$ cat config.mk
export PLATFORM = sky130hd
export DESIGN_NAME = pulse_channel_arbiter
export DESIGN_NICKNAME = d
export VERILOG_FILES = /design/src/rtl/pulse_channel_arbiter.sv
export SDC_FILE = /design/constraint.sdc
export NUM_CORES = 1
export LEC_CHECK = 0
export BUFFER_PORTS_ARGS = -buffer_cell sky130_fd_sc_hd__buf_2
export CAP_MARGIN = 20
export CORE_ASPECT_RATIO = 0.9
export CORE_MARGIN = 5
export CORE_UTILIZATION = 40
export CTS_BUF_LIST = sky130_fd_sc_hd__clkbuf_16
export DETAILED_ROUTE_END_ITERATION = 16
export PLACE_DENSITY_LB_ADDON = 0.2
export RECOVER_POWER = 50
export SETUP_SLACK_MARGIN = 0.2
export SYNTH_ARGS = -nofsm -noshare
export SYNTH_HDL_FRONTEND = slang
export SYNTH_SLANG_ARGS = --single-unit
$ cat constraint.sdc
create_clock -name clk -period 2.3 [get_ports clk]
set_clock_uncertainty 0.1 [all_clocks]
set_input_delay 0.23 -clock clk [delete_from_list [all_inputs] [get_ports clk]]
set_output_delay 0.23 -clock clk [all_outputs]
set_load 0.005 [all_outputs]
$ cat src/rtl/pulse_channel_arbiter.sv
// Round-robin arbiter that funnels sticky per-source event requests into one
// shared pulse-synchronizer channel, spacing pulses by a gap and optional ack.
module pulse_channel_arbiter #(
    parameter int N      = 4,
    parameter int GAP    = 3,
    parameter bit ACK_EN = 1'b1,
    parameter int IDW    = $clog2(N)
) (
    input  logic           clk,
    input  logic           rst,
    input  logic [N-1:0]   req_i,
    input  logic           ack_i,
    input  logic           clr_ovf_i,
    output logic           pulse_o,
    output logic [IDW-1:0] id_o,
    output logic           busy_o,
    output logic [N-1:0]   pending_o,
    output logic [N-1:0]   overflow_o
);

    localparam int CW = (GAP > 1) ? $clog2(GAP) : 1;

    typedef enum logic [1:0] {
        S_IDLE,
        S_ISSUE,
        S_HOLD,
        S_WAIT_ACK
    } state_t;

    state_t         state_q;
    logic [CW-1:0]  cnt_q;
    logic [IDW-1:0] last_q;
    logic [IDW-1:0] id_q;
    logic           pulse_q;
    logic           busy_q;
    logic           ack_lat_q;
    logic [N-1:0]   pending_q;
    logic [N-1:0]   overflow_q;

    logic           found;
    logic [IDW-1:0] win;
    logic [N-1:0]   grant_clr;
    logic [N-1:0]   pending_d;
    logic [N-1:0]   overflow_d;

    // Search starts one past the last winner and wraps, giving round-robin order.
    always_comb begin
        int idx;
        found = 1'b0;
        win   = '0;
        idx   = 0;
        for (int i = 1; i <= N; i++) begin
            idx = int'(last_q) + i;
            if (idx >= N) idx = idx - N;
            if (!found && pending_q[IDW'(idx)]) begin
                found = 1'b1;
                win   = IDW'(idx);
            end
        end
    end

    always_comb begin
        grant_clr = '0;
        if (state_q == S_IDLE && found) grant_clr = N'(1) << win;
        pending_d  = (pending_q & ~grant_clr) | req_i;
        overflow_d = (clr_ovf_i ? '0 : overflow_q) | (req_i & pending_q & ~grant_clr);
    end

    always_ff @(posedge clk) begin
        if (rst) begin
            state_q    <= S_IDLE;
            cnt_q      <= '0;
            last_q     <= IDW'(N - 1);
            id_q       <= '0;
            pulse_q    <= 1'b0;
            busy_q     <= 1'b0;
            ack_lat_q  <= 1'b0;
            pending_q  <= '0;
            overflow_q <= '0;
        end else begin
            pending_q  <= pending_d;
            overflow_q <= overflow_d;
            pulse_q    <= 1'b0;
            case (state_q)
                S_IDLE: begin
                    if (found) begin
                        state_q <= S_ISSUE;
                        id_q    <= win;
                        last_q  <= win;
                        pulse_q <= 1'b1;
                        busy_q  <= 1'b1;
                    end
                end
                S_ISSUE: begin
                    state_q <= S_HOLD;
                    cnt_q   <= CW'(GAP - 1);
                end
                S_HOLD: begin
                    ack_lat_q <= ack_lat_q | ack_i;
                    if (cnt_q == '0) begin
                        // An ack on the final hold cycle counts as already latched.
                        if (!ACK_EN || ack_lat_q || ack_i) begin
                            state_q   <= S_IDLE;
                            busy_q    <= 1'b0;
                            ack_lat_q <= 1'b0;
                        end else begin
                            state_q <= S_WAIT_ACK;
                        end
                    end else begin
                        cnt_q <= cnt_q - 1'b1;
                    end
                end
                S_WAIT_ACK: begin
                    if (ack_i) begin
                        state_q   <= S_IDLE;
                        busy_q    <= 1'b0;
                        ack_lat_q <= 1'b0;
                    end
                end
                default: begin
                    state_q <= S_IDLE;
                    busy_q  <= 1'b0;
                end
            endcase
        end
    end

    assign pulse_o    = pulse_q;
    assign id_o       = id_q;
    assign busy_o     = busy_q;
    assign pending_o  = pending_q;
    assign overflow_o = overflow_q;

endmodule

Yosys cells after proc, flatten, opt, wreduce, memory -nomap -nowiden:

Cells that the tools add are included.

* output and inout bits: 12
* logic and storage cells: 104
* register bits: 19
* input port bits: 8

* add/subtract/negate cells: 9
* $lt $le $gt $ge: 8
* equal/unequal tests: 8
* reductions and logical operators: 19
* bitwise logic cells: 8
* muxes and demuxes: 42
* shift operators: 1

Operator list (count)
* 2-bit 2-to-1 mux: 13
* 1-bit 2-to-1 mux: 19
* 2-bit by 4-bit less-than comparator with 1-bit output (second input constant): 4
* 4-bit bitwise AND: 3
* 2-bit != test (second input constant): 5
* 2-bit by 1-bit subtractor with 2-bit output (second input constant): 5
* 3-bit >= comparator (second input constant): 3
* 1-bit binary-select mux with 2-bit select: 4
* 4-bit 2-to-1 mux: 2
* 4-bit OR: 2
* 2-bit one-hot mux with 4 select lines: 1
* 2-bit by 2-bit adder with 3-bit output (second input constant): 2
* 2-bit AND reduction: 3
* 5-bit AND reduction: 1
* 2-bit by 3-bit adder with 4-bit output (second input constant): 1
* 2-bit == test (second input constant): 2
* 4-bit by 3-bit >= comparator with 1-bit output (second input constant): 1
* 1-bit logical AND: 4
* 2-bit zero test: 2
* 4-bit NOT: 1
* 2-bit one-hot mux with 2 select lines: 1
* 2-bit nonzero test: 2
* 1-bit by 2-bit left shift with 4-bit output (first input constant): 1
* 2-bit by 1-bit adder with 3-bit output (second input constant): 1
* 10 further kinds: 12

Longest topological paths before layout:

* depth in word-level cells: 21
* depth in mapped cells: 6
* gate-level depth less buffers: 6

Worst setup path before layout:

OpenSTA, ideal clock, no wires.

* kind: flip-flop to flip-flop
* from: register pending_q[1] (netlist: pending_o[1])
* to: register overflow_q[0] (netlist: overflow_o[0])
* path buffers: 1
* clock period less this slack: 1.533 ns
* setup slack: 0.767 ns
* arrival: 1.306 ns
* required time: 2.073 ns
* setup time: 0.127 ns
* cell stages (with the launch flop): 6
* path through: dfxtp_1 -> or3b_1 -> o311a_1 -> buf_6 -> a211oi_1 -> a21oi_1

* word-level cells in the longest chain between the ends: 18
* elaborated cells on any way between the ends: 32
* those cells by class: shift (1); mux (21); bitwise (3); reduce/logical (7)

RTL lines
* start: declaration: line 37 `logic [N-1:0] pending_q;`
* start signal: assignment: line 81 `pending_q <= pending_d;`
* 1-bit binary-select mux with 2-bit select: line 55 `if (!found && pending_q[IDW'(idx)]) begin`
* 1-bit 2-to-1 mux (not written as such) (2 in a row): line 55
* 1-bit 2-to-1 mux: line 55
* 1-bit zero test: line 55
* 1-bit logical AND: line 55
* 1-bit 2-to-1 mux: line 55
* 1-bit zero test: line 55
* 1-bit logical AND: line 55
* 1-bit 2-to-1 mux: line 55
* 1-bit zero test: line 55
* 1-bit logical AND: line 55
* 2-bit 2-to-1 mux / 1-bit 2-to-1 mux (equally long branches): line 55
* 1-bit by 2-bit left shift with 4-bit output / 1-bit logical AND (equally long branches): line 64 `if (state_q == S_IDLE && found) grant_clr = N'(1) << win;`
* 4-bit 2-to-1 mux *: line 64
* 4-bit NOT *: line 66 `overflow_d = (clr_ovf_i ? '0 : overflow_q) | (req_i & pending_q & ~grant_clr);`
* 4-bit bitwise AND *: line 66
* 4-bit OR *: line 66
* end signal: assignment: line 82 `overflow_q <= overflow_d;`
* end: declaration: line 38 `logic [N-1:0] overflow_q;`

Every way passes the cells marked *; elsewhere a longest branch is shown, timed or not. The select of a mux whose other input is x is not followed.
A chain may end at the register's enable or synchronous reset.

Final worst setup path:

* from: register pending_q[3] (netlist: pending_o[3])
* to: register pending_q[2] (netlist: pending_o[2])

* word-level cells in the longest chain between the ends: 18
* elaborated cells on any way between the ends: 32
* those cells by class: shift (1); mux (21); bitwise (3); reduce/logical (7)

RTL lines
* 1-bit binary-select mux with 2-bit select: line 55
* 1-bit 2-to-1 mux (not written as such) (2 in a row): line 55
* 1-bit 2-to-1 mux: line 55
* 1-bit zero test: line 55
* 1-bit logical AND: line 55
* 1-bit 2-to-1 mux: line 55
* 1-bit zero test: line 55
* 1-bit logical AND: line 55
* 1-bit 2-to-1 mux: line 55
* 1-bit zero test: line 55
* 1-bit logical AND: line 55
* 2-bit 2-to-1 mux / 1-bit 2-to-1 mux (equally long branches): line 55
* 1-bit by 2-bit left shift with 4-bit output / 1-bit logical AND (equally long branches): line 64
* 4-bit 2-to-1 mux *: line 64
* 4-bit NOT *: line 65 `pending_d = (pending_q & ~grant_clr) | req_i;`
* 4-bit bitwise AND *: line 65
* 4-bit OR *: line 65

Marked as above.

==> key figures <==
Drt
  • Metal-1 WL: just under 1000 µm
  • Final wirelength: around 2000 µm
  • Via count: 837
  • DR top layer: met4
  • Via density per instance: 5.543
  • Post-route ant nets: 0
  • DRC: 0
  • DR iter-0 viols: 16
  • Met2 wire len: slightly below 900 µm
  • Drt wl/cell: about 13 µm
  • Drt pass-1 iters: 4
  • WL met3: roughly 140 µm

Layout
  • Area Growth Syn to Fin: 17.18%
  • Share of cells above drive strength 1: 14.52%
  • Most common cell after layout, fill and taps aside: dfxtp_1
  • Most frequent cells in the layout: 19 x dfxtp_1, 14 x nor2_1, 10 x buf_2, 9 x a21oi_1, 9 x clkbuf_1
  • Fillcell total: 217
  • Final #Nets: ~130
  • Layout Cells excl Fill: around 150
  • Antenna diode count: 0

Placement
  • DP Worst Slack: roughly 0.57 ns
  • Final GP Congestion: 0.7822
  • Hpwl dp: about 1400 µm
  • Post-Place Cells: between 100 and 150
  • Port-buffer cells: 19

STA
  • Final Hold Fails: 0
  • Post-route setup slack: between 0.5 and 0.6 ns
  • Final period util: between 70% and 80%
  • FMAX: ~570 MHz
  • Max-slew headroom: about 60%
  • Slew Viols, Final: 0
  • Unrepaired setup endpoints after global routing: no
  • # setup viols final: 0
  • Setup TNS: 0 ns
  • Least-Margin Pin Slew: 0.6130 ns
  • Crit path time final: about 1.8 ns

Logic synthesis
  • Top post-synthesis cells by area: dfxtp_1 42%, a211oi_1 6.6%, nor2_1 5.8%
  • Post-synthesis instance area: around 900 µm²
  • Post-synthesis cell count: around 110
  • Synthesized flop and latch total: 19
  • Sequential area share after synthesis: 42.11%
  • Synth warnings: 0
  • Post-synth top area share: a little over two fifths
  • Syn Nets: between 100 and 150
  • Syn Area/Cell: between 8 and 9 µm²
  • Dominant cell type by area after synthesis: dfxtp_1
  • Library cells used by synthesis: 29

Pwr
  • P per Cell Area: roughly 970 mW/mm²
  • Leak: between 0.4 and 0.5 nW
  • Maximum vdd drop: roughly 0.00056 V

Clock tree
  • Clk slew on worst S/H paths: approximately 0.050 ns
  • Clock root buffer: clkbuf_16
  • TritonCTS Buffers: 3
  • CTS tree: yes
  • Clock sink count: 19
  • Clock latency at the later pin of the worst-skew pair: around 0.25 ns
  • H-tree levels: 1
  • Post-CTS Hold Fix Bufs: 0
  • # resized after CTS: 0
  • Clock Path Buffers: 2
  • Post-CTS Setup Bufs: 0

Floorplanning
  • Core area: 0.002162 mm²
  • Chip height: 55.09 µm
  • Boundary Pins: 20
  • Starting Density: between 40% and 50%
  • DIE AREA: around 0.0033 mm²
  • Cell Rows: 16
  • Die Wd: about 60 µm

Hold path
  • Hold Path Class: primary input to flip-flop

Worst setup path
  • Critical Path AT: 1.82 ns
  • Kind of critical path: flip-flop to flip-flop
  • Crit-path max FO: 10
  • Critical path required time: 2.36 ns
  • Worst setup EP type: flip-flop
  • Startpoint Class: flip-flop

Run status
  • Outcome: completed

Global route
  • Total Routing Usage GR: between 10% and 20%
  • Largest net degree at the start of global routing: 17
  • Gr ovfl total: 0
  • Initial antenna violation count: 0
  • Vias in the first global route: roughly 700
  • First-pass GRT wire length: around 3200 µm

Flow run
  • Maxcap violations: 0
[registers in the layout, indices dropped and copies added, names as in the netlist]
| register | count |
|---|---|
| busy_o | 1 |
| pulse_o | 1 |
| last_q | 2 |
| overflow_o | 4 |
| state_q | 2 |
| id_o | 2 |
| ack_lat_q | 1 |
| cnt_q | 2 |
| pending_o | 4 |
[Yosys cell counts (all sizes together)]
| library cell | n |
|---|---|
| dfxtp | 19 |
| nor2 | 15 |
| a21oi | 9 |
| a211oi | 8 |
| inv | 7 |
| nand2 | 6 |
| o21ai | 6 |
| clkbuf | 5 |
| a32oi | 4 |
| nor2b | 4 |
| nor3 | 4 |
| a31oi | 3 |
| a22oi | 2 |
| a311oi | 2 |
| buf | 2 |
| a221oi | 1 |
| and3 | 1 |
| ha | 1 |
| mux2 | 1 |
| nand2b | 1 |
| nand3 | 1 |
| nor4 | 1 |
| o211ai | 1 |
| o22ai | 1 |
| o311a | 1 |
| or2 | 1 |
| or3b | 1 |
[report_power, final]
part | switching, mW | internal, mW
registers | 0.0529 | 0.379
logic | 0.150 | 0.0983
clock network | 0.115 | 0.231
[layer usage]
layer / global-route usage [%] / up-vias
met5: 0 / -
met4: 4.797 / 0
met3: 4.176 / 2
met2: 18.35 / 28
met1: 18.80 / 381
li1: - / 426
[cell type report]
| cell class | instances | area (µm²) | share of cell area (%) |
|---|---|---|---|
| clock buffers | 3 | 75.07 | 7.092 |
| repair buffers | 19 | 83.83 | 7.920 |
| flip-flops and latches | 19 | 380.4 | 35.93 |
| inverters | 7 | 26.28 | 2.482 |
| well taps | 27 | 33.78 | 3.191 |
| clock inverters | 1 | 3.754 | 0.3546 |
| multi-input cells | 75 | 455.4 | 43.03 |
[logic make-up after synthesis]
family          share of synthesized area [%]
flops                                   42.10
fa+ha+maj                               1.385
compound gates                          28.81
simple gates                            18.98
mux                                     1.246
buf+inv                                 7.480
[worst max-delay path, cell delays in order, from the launching register on]
cell and delay, ns:
dfxtp_1 0.37, nor4_2 0.43, nand2b_1 0.43, nor2_1 0.09, a311oi_2 0.26
[metrics by stage]
| stage | area [µm²] | total power [mW] | util, % | hold WS [ns] |
|---|---|---|---|---|
| floorplan | 903.4 | 0.6332 | - | 0.3001 |
| global placement | 991.0 | 0.6860 | 45.83 | 0.3660 |
| detailed placement | 991.0 | 0.6912 | 45.83 | 0.3605 |
| CTS | 1070 | 1.044 | 49.48 | 0.1719 |
| global route | 1059 | 1.098 | 48.96 | 0.1879 |
| finish | 1059 | 1.026 | 48.96 | 0.1747 |
[final timing paths]
| check | endpoint | slack, ns | from | cells after the start |
|---|---|---|---|---|
| setup / recovery | pending_o[2] | 0.54 | pending_o[3] | 4 |
| hold reg to reg | id_o[1] | 0.36 | id_o[1] | 2 |
| hold / removal | pending_o[0] | 0.17 | req_i[0] | 3 |
| setup reg to reg | pending_o[2] | 0.54 | pending_o[3] | 4 |
(Power assumes the default switching activity.)
